===== src/rtl/fetch_stage_if.sv =====
// Fetch-stage bus bundle: instruction-memory request/response, decode output,
// back-pressure and branch redirect.
interface fetch_stage_if;
   logic [31:0] imem_addr;
   logic        imem_req;
   logic [31:0] imem_rdata;
   logic        imem_ready;
   logic        stall_in;
   logic        redirect_valid;
   logic [31:0] redirect_pc;
   logic [31:0] inst_out;
   logic [31:0] pc_out;
   logic        inst_valid;

   modport master (
      output imem_addr, imem_req, inst_out, pc_out, inst_valid,
      input  imem_rdata, imem_ready, stall_in, redirect_valid, redirect_pc
   );

   modport slave (
      input  imem_addr, imem_req, inst_out, pc_out, inst_valid,
      output imem_rdata, imem_ready, stall_in, redirect_valid, redirect_pc
   );
endinterface


===== src/rtl/fetch_stage.sv =====
// Instruction-fetch front end: PC ownership, handshaked memory fetch with a
// one-entry skid buffer for decode back-pressure, and redirect/drain handling.
module fetch_stage #(
   parameter logic [31:0] RESET_PC = 32'h0000_0000,
   parameter logic [31:0] PC_STEP  = 32'd1
) (
   input  logic          clk,
   input  logic          rst_n,
   fetch_stage_if.master bus
);
   typedef enum logic [1:0] {S_IDLE, S_REQ, S_HOLD, S_DRAIN} state_t;

   state_t      r_state, w_state;
   logic [31:0] r_pc, w_pc;
   logic [31:0] r_tgt, w_tgt;
   logic [31:0] r_inst, w_inst;
   logic [31:0] r_pc_out, w_pc_out;
   logic        r_valid, w_valid;
   logic [31:0] r_skid_inst, w_skid_inst;
   logic [31:0] r_skid_pc, w_skid_pc;
   logic        w_consume;
   logic        w_slot_free;

   assign bus.imem_addr  = r_pc;
   assign bus.imem_req   = (r_state == S_REQ) || (r_state == S_DRAIN);
   assign bus.inst_out   = r_inst;
   assign bus.pc_out     = r_pc_out;
   assign bus.inst_valid = r_valid;

   assign w_consume   = r_valid & ~bus.stall_in;
   assign w_slot_free = ~r_valid | ~bus.stall_in;

   always_ff @(posedge clk or negedge rst_n) begin
      if (!rst_n) r_state <= S_IDLE;
      else        r_state <= w_state;
   end

   always_ff @(posedge clk or negedge rst_n) begin
      if (!rst_n) begin
         r_pc        <= RESET_PC;
         r_tgt       <= RESET_PC;
         r_inst      <= '0;
         r_pc_out    <= '0;
         r_valid     <= 1'b0;
         r_skid_inst <= '0;
         r_skid_pc   <= '0;
      end else begin
         r_pc        <= w_pc;
         r_tgt       <= w_tgt;
         r_inst      <= w_inst;
         r_pc_out    <= w_pc_out;
         r_valid     <= w_valid;
         r_skid_inst <= w_skid_inst;
         r_skid_pc   <= w_skid_pc;
      end
   end

   // While draining, the target is parked in r_tgt so imem_addr (== r_pc)
   // stays on the outstanding address until the old response arrives.
   always_comb begin
      w_state     = r_state;
      w_pc        = r_pc;
      w_tgt       = r_tgt;
      w_inst      = r_inst;
      w_pc_out    = r_pc_out;
      w_valid     = r_valid;
      w_skid_inst = r_skid_inst;
      w_skid_pc   = r_skid_pc;
      if (bus.redirect_valid) begin
         w_valid = 1'b0;
         if (((r_state == S_REQ) || (r_state == S_DRAIN)) && !bus.imem_ready) begin
            w_state = S_DRAIN;
            w_tgt   = bus.redirect_pc;
         end else begin
            w_state = S_REQ;
            w_pc    = bus.redirect_pc;
         end
      end else begin
         if (w_consume) w_valid = 1'b0;
         unique case (r_state)
            S_IDLE: w_state = S_REQ;
            S_REQ: begin
               if (bus.imem_ready) begin
                  w_pc = r_pc + PC_STEP;
                  if (w_slot_free) begin
                     w_inst   = bus.imem_rdata;
                     w_pc_out = r_pc;
                     w_valid  = 1'b1;
                  end else begin
                     w_skid_inst = bus.imem_rdata;
                     w_skid_pc   = r_pc;
                     w_state     = S_HOLD;
                  end
               end
            end
            S_HOLD: begin
               if (!bus.stall_in) begin
                  w_inst   = r_skid_inst;
                  w_pc_out = r_skid_pc;
                  w_valid  = 1'b1;
                  w_state  = S_REQ;
               end
            end
            S_DRAIN: begin
               if (bus.imem_ready) begin
                  w_pc    = r_tgt;
                  w_state = S_REQ;
               end
            end
            default: w_state = S_IDLE;
         endcase
      end
   end
endmodule


===== src/flat_wrapper.sv =====
// flat-port wrapper written by rule: the top's interface ports become plain ports
module fetch_stage_flat 
#(
   parameter logic [31:0] RESET_PC = 32'h0000_0000,
   parameter logic [31:0] PC_STEP  = 32'd1
)
  (clk, rst_n, bus_imem_addr, bus_imem_req, bus_inst_out, bus_pc_out, bus_inst_valid, bus_imem_rdata, bus_imem_ready, bus_stall_in, bus_redirect_valid, bus_redirect_pc);
  fetch_stage_if bus_i ();
  input  logic clk;
  input  logic rst_n;
  output wire logic [$bits(bus_i.imem_addr)-1:0] bus_imem_addr;
  output wire logic [$bits(bus_i.imem_req)-1:0] bus_imem_req;
  output wire logic [$bits(bus_i.inst_out)-1:0] bus_inst_out;
  output wire logic [$bits(bus_i.pc_out)-1:0] bus_pc_out;
  output wire logic [$bits(bus_i.inst_valid)-1:0] bus_inst_valid;
  input wire logic [$bits(bus_i.imem_rdata)-1:0] bus_imem_rdata;
  input wire logic [$bits(bus_i.imem_ready)-1:0] bus_imem_ready;
  input wire logic [$bits(bus_i.stall_in)-1:0] bus_stall_in;
  input wire logic [$bits(bus_i.redirect_valid)-1:0] bus_redirect_valid;
  input wire logic [$bits(bus_i.redirect_pc)-1:0] bus_redirect_pc;
  assign bus_imem_addr = bus_i.imem_addr;
  assign bus_imem_req = bus_i.imem_req;
  assign bus_inst_out = bus_i.inst_out;
  assign bus_pc_out = bus_i.pc_out;
  assign bus_inst_valid = bus_i.inst_valid;
  assign bus_i.imem_rdata = bus_imem_rdata;
  assign bus_i.imem_ready = bus_imem_ready;
  assign bus_i.stall_in = bus_stall_in;
  assign bus_i.redirect_valid = bus_redirect_valid;
  assign bus_i.redirect_pc = bus_redirect_pc;
  fetch_stage #(.RESET_PC(RESET_PC), .PC_STEP(PC_STEP)) u_core (.clk(clk), .rst_n(rst_n), .bus(bus_i));
endmodule

===== config.mk =====
export PLATFORM = sky130hd
export DESIGN_NAME = fetch_stage_flat
export DESIGN_NICKNAME = d
export VERILOG_FILES = /design/src/rtl/fetch_stage_if.sv /design/src/rtl/fetch_stage.sv /design/src/flat_wrapper.sv
export SDC_FILE = /design/constraint.sdc
export NUM_CORES = 1
export LEC_CHECK = 0
export CAP_MARGIN = 20
export CELL_PAD_IN_SITES_DETAIL_PLACEMENT = 0
export CELL_PAD_IN_SITES_GLOBAL_PLACEMENT = 1
export CORE_ASPECT_RATIO = 2
export CORE_MARGIN = 2
export CORE_UTILIZATION = 50
export CTS_CLUSTER_SIZE = 28
export DETAILED_ROUTE_END_ITERATION = 10
export DONT_BUFFER_PORTS = 1
export PLACE_DENSITY = 0.76
export SLEW_MARGIN = 10
export SYNTH_ARGS = -nofsm -noshare
export SYNTH_HDL_FRONTEND = slang
export SYNTH_SLANG_ARGS = --single-unit

===== constraint.sdc =====
create_clock -name clk -period 3 [get_ports clk]
set_clock_uncertainty 0.05 [all_clocks]
set_input_delay 0.45 -clock clk [delete_from_list [all_inputs] [get_ports clk]]
set_output_delay 0.45 -clock clk [all_outputs]
set_load 0.005 [all_outputs]

==> metrics.md, run 1 <==
| Metric | Value |
|---|---|
| # IOs | `167` |
| Initial Util | `between 50% and 60%` |
| Share of cells above drive strength 1 | `18.9%` |
| RSZ-0062 raised after global routing | `false` |
| Worst Max-Slew Pin Slew | `roughly 900 ps` |
| GP Congestion | `about 0.94` |
| Synth async-reset ratio | `100%` |
| Arr. time, crit path | `2690 ps` |
| Crit path required time | `3300 ps` |
| Number of antenna diodes | `0` |
| Vias in the first global route | `6624` |
| DP Area | `9410 um2` |
| Finished Cell Area | `10000 um2` |
| Inst Count DP | `about 1000` |
| Final min period | `2390 ps` |
| Worst-path fanout max | `10` |
| Area of the multi-input gates | `4010 um2` |
| Filler Cells Inserted | `1564` |
| DIE WIDTH | `99.8 um` |
| Post-DP HPWL | `15.9 mm` |
| Final Max Slew Viols | `0` |
| Crit Path Class | `flop to flop` |
| LEAKAGE | `4.08 nW` |
| Crit share post-route | `79.6%` |
| Peak supply drop | `roughly 470 uV` |
| Post-synth EDFFs | `0` |
| First DRT Iteration DRCs | `326` |
| Die height | `196 um` |
| Final nets | `882` |
| Synth warnings | `0` |
| Max frequency | `419 MHz` |
| Worst skew pair latency | `between 400 and 500 ps` |
| Synthesized area per cell | `11.0 um2` |
| Pwr Density | `903 nW/um2` |
| Post_cts resized | `0` |
| First-pass GRT wire length | `35.9 mm` |
| Power consumption | `~9.0 mW` |
| Top FF cell, synth | `dfrtp_1` |
| Final cell count without fillers | `around 1000` |
| Largest net degree at the start of global routing | `196` |
| Setup bufs post-CTS | `0` |
| Status | `complete, but fails checks` |
| Slew headroom | `39.4%` |
| Die ar. | `around 20000 um2` |
| Initial antenna violation count | `0` |
| Sequential fraction of the synthesis area | `between 50% and 60%` |
| Area Overhead vs Synth | `9.18%` |
| RR Endpoint | `u_core.bus.imem_addr[25]` |
| Core area | `18100 um2` |
| Clock Sinks | `between 150 and 200` |
| IO buf count | `0` |
| Antenna Violating Nets Remaining | `0` |
| Failing checks | `negative hold slack` |
| Yosys cell types | `between 60 and 70` |
| Largest area contributor in the netlist | `dfrtp_1` |
| Cell row count | `70` |
| HP Class | `input pin to asynchronous set/reset pin` |
| Max_cap viols | `0` |
| R2r worst-path depth | `5` |
| CTS tree | `built` |
| Drt first pass iters | `5` |
| GRT Util Overall | `23.7%` |
| Sequential cell area | `4880 um2` |
| CTS H-tree lvls | `4` |
| CP Launch Type | `flop` |
| Largest cells by area after synthesis | `dfrtp_1 53%, mux2_2 12%, mux2i_1 7.3%` |
| Max clock buf depth | `2` |
| CTS buffer count | `17` |
| Hold Slack | `-324 ps` |
| Synth Cell Area | `between 9000 and 10000 um2` |
| Setup tns final | `0 ps` |
| Clk slew on worst S/H paths | `70 ps` |
| Grt ovf | `0` |
| Syn_nets | `around 910` |
| FF-to-FF Start | `u_core.bus.imem_addr[3]` |
| Via count | `6391` |
| Vias/cell | `6.17` |
| # setup viols final | `0` |
| Root Driver | `clkbuf_16` |
| Worst setup EP type | `flop` |
| Yosys reg bits | `195` |
| Yosys top cell area share | `53.2%` |
| Routed wire length per instance | `22.0 um` |
| DRC | `0` |
| Final hold viol count | `195` |
| Total Routed Length | `22.8 mm` |
| R2R Setup Slk | `610 ps` |
| Synth Instances | `between 800 and 900` |
-- worst max path at each step --
| stage | startpoint | end | slack (ps) | cells past startpoint |
|---|---|---|---|---|
| global placement | u_core.bus.imem_addr[3] | u_core.bus.imem_addr[23] | 640 | 5 |
| detailed placement | u_core.bus.imem_addr[3] | u_core.bus.imem_addr[23] | 640 | 5 |
| global route | u_core.r_state[0] | u_core.bus.inst_out[7] | 480 | 8 |
| floorplan | u_core.r_state[0] | u_core.bus.imem_addr[23] | 730 | 8 |
| finish | u_core.bus.imem_addr[3] | u_core.bus.imem_addr[25] | 610 | 5 |
| CTS | u_core.bus.imem_addr[3] | u_core.bus.imem_addr[23] | 630 | 5 |
-- sequential cells by signal, summed over array words and instances (netlist names) --
| name | flops |
|---|---|
| u_core.r_tgt | 32 |
| u_core.bus.inst_valid | 1 |
| u_core.r_state | 2 |
| u_core.r_skid_pc | 32 |
| u_core.r_skid_inst | 32 |
| u_core.bus.inst_out | 32 |
| u_core.bus.imem_addr | 32 |
| u_core.bus.pc_out | 32 |
-- placed cells by master (no fill, tap or decap), types with 7 or more instances in the layout --
master,n
dfrtp_1,195
o21ai_0,36
mux2_2,95
nor2_1,85
and3_1,15
clkbuf_16,17
nand3_1,12
inv_1,12
a221oi_1,14
xnor2_1,10
nor3_1,12
mux2i_1,67
nand2_1,37
xor2_1,7
a21oi_1,89
buf_4,16
-- per-layer routing --
metal	up-vias	global-route usage (%)	share of wire, %
met3	37	6.16	6.9
met4	0	9.99	3.1
li1	2939	-	-
met1	3196	26.8	37
met5	-	0	0
met2	219	41.7	53
-- area by class of cell --
class / count / area share (%)
Sequential cell: 195 / 48.7
Multi-Input combinational cell: 561 / 40.0
Clock buffer: 21 / 4.70
Tap cell: 216 / 2.70
Timing Repair Buffer: 20 / 2.00
Clock inverter: 9 / 1.29
Inverter: 14 / 0.525
-- where the power goes --
group          internal [mW]  switching (mW)  leakage (nW)
clock                   1.37           0.961         0.291
combinational           1.01           0.970          1.44
sequential              3.65            1.08          2.34
-- cell usage after synthesis (all sizes together), types with 2 or more instances --
cell and n:
o41ai 2, a211oi 2, nand3 13, a21oi 89
xor2 7, o31ai 2, clkbuf 44, mux2i 67
a32o 2, xnor2 10, a22oi 2, a221oi 14
nor4 7, a211o 2, buf 18, nor3 12
and4 3, mux2 95, nor3b 3, or2 2
o22ai 3, and3 16, ha 4, inv 13
nand2 37, o211ai 5, nor2 86, nand2b 2
nand4 8, dfrtp 195, o21ai 39, or3 2
a221o 3, nor2b 3, or4 4
-- stage by stage --
step / worst slack [ps] / utilization (%)
floorplan: 734 / -
CTS: 627 / 55.2
finish: 612 / 55.2
global route: 485 / 55.2
detailed placement: 637 / 51.9
global placement: 642 / 51.9
-- cell families (layout without fill, tap and decap cells) --
group	count (synthesis)	in the layout	share of synthesized area [%]
xor+xnor	17	17	1.62
fa+ha+maj	4	4	0.546
simple gates	199	199	10.5
flops	195	195	53.2
mux	162	162	19.0
compound gates	179	179	11.8
buf+inv	76	64	3.33
-- worst max-delay path, stage by stage (launching register included) --
cell and delay, ps:
dfrtp_1 570, nand4_4 180, or4_1 700, nor4_1 470, a222oi_1 170, o2bb2ai_1 170
Note: power is estimated with default switching activity, not from simulation.
==> run 2: changes to the inputs <==
CORE_UTILIZATION = 45   (was 50)
PLACE_DENSITY = 0.72   (was 0.76)
clock period = 2 ns   (was 3 ns; I/O delays follow)
==> run 2 against run 1 <==
Effect of this change: the flow finishes with violations (negative hold slack, negative setup slack); non-clock buffer count up 135; critical path type unchanged; largest power group unchanged; utilization increased by 2.4 points; sequential cell count did not move; register-to-register slack got worse by 660 ps; maximum frequency grew 16%; largest cell class unchanged.
==> metrics.md, run 2 (synthesis results as in run 1) <==
| Metric | Value |
|---|---|
| Status | `complete, but fails checks` |
| Failing checks | `negative hold slack, negative setup slack` |
| Crit share post-route | `103% (+23 points)` |
| Slew headroom | `64.7% (+25 points)` |
| Most common cell after layout, fill and taps aside | `dfrtp_1` |
| Root Driver | `clkbuf_16` |
| Worst Max-Slew Pin Slew | `529 ps (-372 ps)` |
| HP Class | `input pin to asynchronous set/reset pin` |
| FF-to-FF Start | `u_core.bus.imem_addr[4]` |
| Cell Chain, Critical Path | `nand4_4 > or4_4 > or4_1 > o21ai_1 > a221o_1` |
| Final worst slack | `-51.5 ps (-664 ps)` |
| Final Max Slew Viols | `0 (unchanged)` |
| Pwr Density | `1270 nW/um2 (+41%)` |
| Final hold viol count | `195 (unchanged)` |
| Share of cells above drive strength 1 | `25.6% (+6.7 points)` |
| CTS tree | `built` |
| First DRT Iteration DRCs | `366 (+12%)` |
| IO buf count | `0 (unchanged)` |
| Worst-path fanout max | `8 (-2)` |
| RSZ-0062 raised after global routing | `true` |
| Crit Path Class | `flop to flop` |
| # IOs | `167 (unchanged)` |
| Critical Path Max Stage Delay | `590 ps (-110 ps)` |
| Final nets | `1017 (+15%)` |
| Pre-CTS setup slack | `-119 ps (-756 ps)` |
| Initial Util | `46.0% (-4.5 points)` |
| Max clock buf depth | `2 (unchanged)` |
| Worst skew pair latency | `440 ps (about the same)` |
| Clk slew on worst S/H paths | `70 ps (about the same)` |
| Die height | `206 um (+5.3%)` |
| Cell row count | `73 (+4.3%)` |
| CTS H-tree lvls | `4 (unchanged)` |
| Via count | `7041 (+10%)` |
| Die ar. | `21600 um2 (+11%)` |
| CTS buffer count | `17 (unchanged)` |
| RR Endpoint | `u_core.bus.imem_addr[23]` |
| Crit-path slowest cell | `or4_4` |
| Drt first pass iters | `6 (+1)` |
| Peak supply drop | `571 uV (+23%)` |
| Antenna Violating Nets Remaining | `0 (unchanged)` |
| Total Routed Length | `25.1 mm (+10%)` |
| Max_cap viols | `0 (unchanged)` |
| R2R Setup Slk | `-50 ps (-660 ps)` |
| DIE WIDTH | `105 um (+5.2%)` |
| Area Overhead vs Synth | `25.2%` |
| GRT Util Overall | `23.3% (-0.43 points)` |
| R2r worst-path depth | `5 (unchanged)` |
| Clock Sinks | `195 (unchanged)` |
| Number of antenna diodes | `0 (unchanged)` |
| Grt ovf | `0 (unchanged)` |
| Power consumption | `14.6 mW (+62%)` |
| Core area | `19900 um2 (+9.8%)` |
| Max frequency | `487 MHz (+16%)` |
| Initial antenna violation count | `0 (unchanged)` |
| Final min period | `2050 ps (-336 ps)` |
| GP Congestion | `0.940 (+0.46%)` |
| Setup tns final | `-77.5 ps (-77.5 ps)` |
| Vias/cell | `5.78 (-6.3%)` |
| # setup viols final | `2 (+2)` |
| Crit path required time | `2330 ps (-970 ps)` |
| Vias in the first global route | `7392 (+12%)` |
| Worst setup EP type | `flop` |
| Hold buffers post-CTS | `65` |
| Arr. time, crit path | `2380 ps (-310 ps)` |
| DRC | `0 (unchanged)` |
| Post-DP HPWL | `16.9 mm (+6.0%)` |
| CP Launch Type | `flop` |
| Most frequent cells in the layout | `194 x dfrtp_1, 95 x mux2_2, 88 x a21oi_1` |
| First-pass GRT wire length | `39.1 mm (+8.9%)` |
| Hold Slack | `-496 ps (-173 ps)` |
| Largest net degree at the start of global routing | `196 (unchanged)` |
| Routed wire length per instance | `20.6 um (-6.4%)` |
| LEAKAGE | `4.76 nW (+17%)` |
## run 2: metrics by stage
step | cells | utilization, % | hold slack (ps) | cell area [um2]
2_1_floorplan | 832 | - | -45.6 | 9280
3_3_place_gp | 1115 | 50.4 | -41.5 | 10000
3_5_place_dp | 1115 | 50.4 | -41.6 | 10000
4_1_cts | 1210 | 56.9 | -526 | 11300
5_1_grt | 1218 | 57.7 | -532 | 11500
6_report | 1218 | 57.7 | -496 | 11500
## run 2: final cells by class
cell class,count,area (um2)
Multi-Input combinational cell,561,4130
Sequential cell,195,4880
Fill cell,1713,8430
Inverter,14,52.6
Tap cell,262,328
Timing Repair Buffer,155,1490
Clock inverter,8,126
Clock buffer,23,478
## run 2: timing repair
item,CTS,global route
gates cloned,0,2
resized for setup,11,17
buffers inserted,0,6
pin swaps,0,6
setup endpoints to repair,15,66
hold endpoints to repair,267,195
## run 2: worst max-delay path by stage
stage	startpoint	end	slack, ps	cells past startpoint
after CTS	u_core.bus.imem_addr[3]	u_core.bus.imem_addr[23]	-30	5
after detailed placement	u_core.bus.imem_addr[4]	u_core.bus.imem_addr[23]	-120	6
after global placement	u_core.bus.imem_addr[3]	u_core.bus.imem_addr[23]	-80	6
final	u_core.bus.imem_addr[4]	u_core.bus.imem_addr[23]	-50	5
after global routing	u_core.bus.imem_addr[4]	u_core.bus.imem_addr[31]	-110	5
after floorplan	u_core.bus.imem_addr[11]	u_core.bus.imem_addr[23]	-80	7
## run 2: critical path, delay by kind of cell, from the launching register on
family	cells	cell delay, ps
AOI/OAI and AO/OA	2	280
DFF	1	430
and+or+nand+nor	3	1240
## run 2: report_power, final
group	switching [mW]	internal, mW
Clock	1.48	2.06
Combinational	2.20	2.23
Sequential	1.15	5.48
## run 2: metal layers
metal | up-vias | routed length, um | GRT usage (%)
li1 | 3214 | - | -
met1 | 3546 | 9380 | 25.6
met3 | 49 | 1440 | 6.09
met5 | - | 0 | 0
met2 | 232 | 13500 | 41.9
met4 | 0 | 742 | 10.1
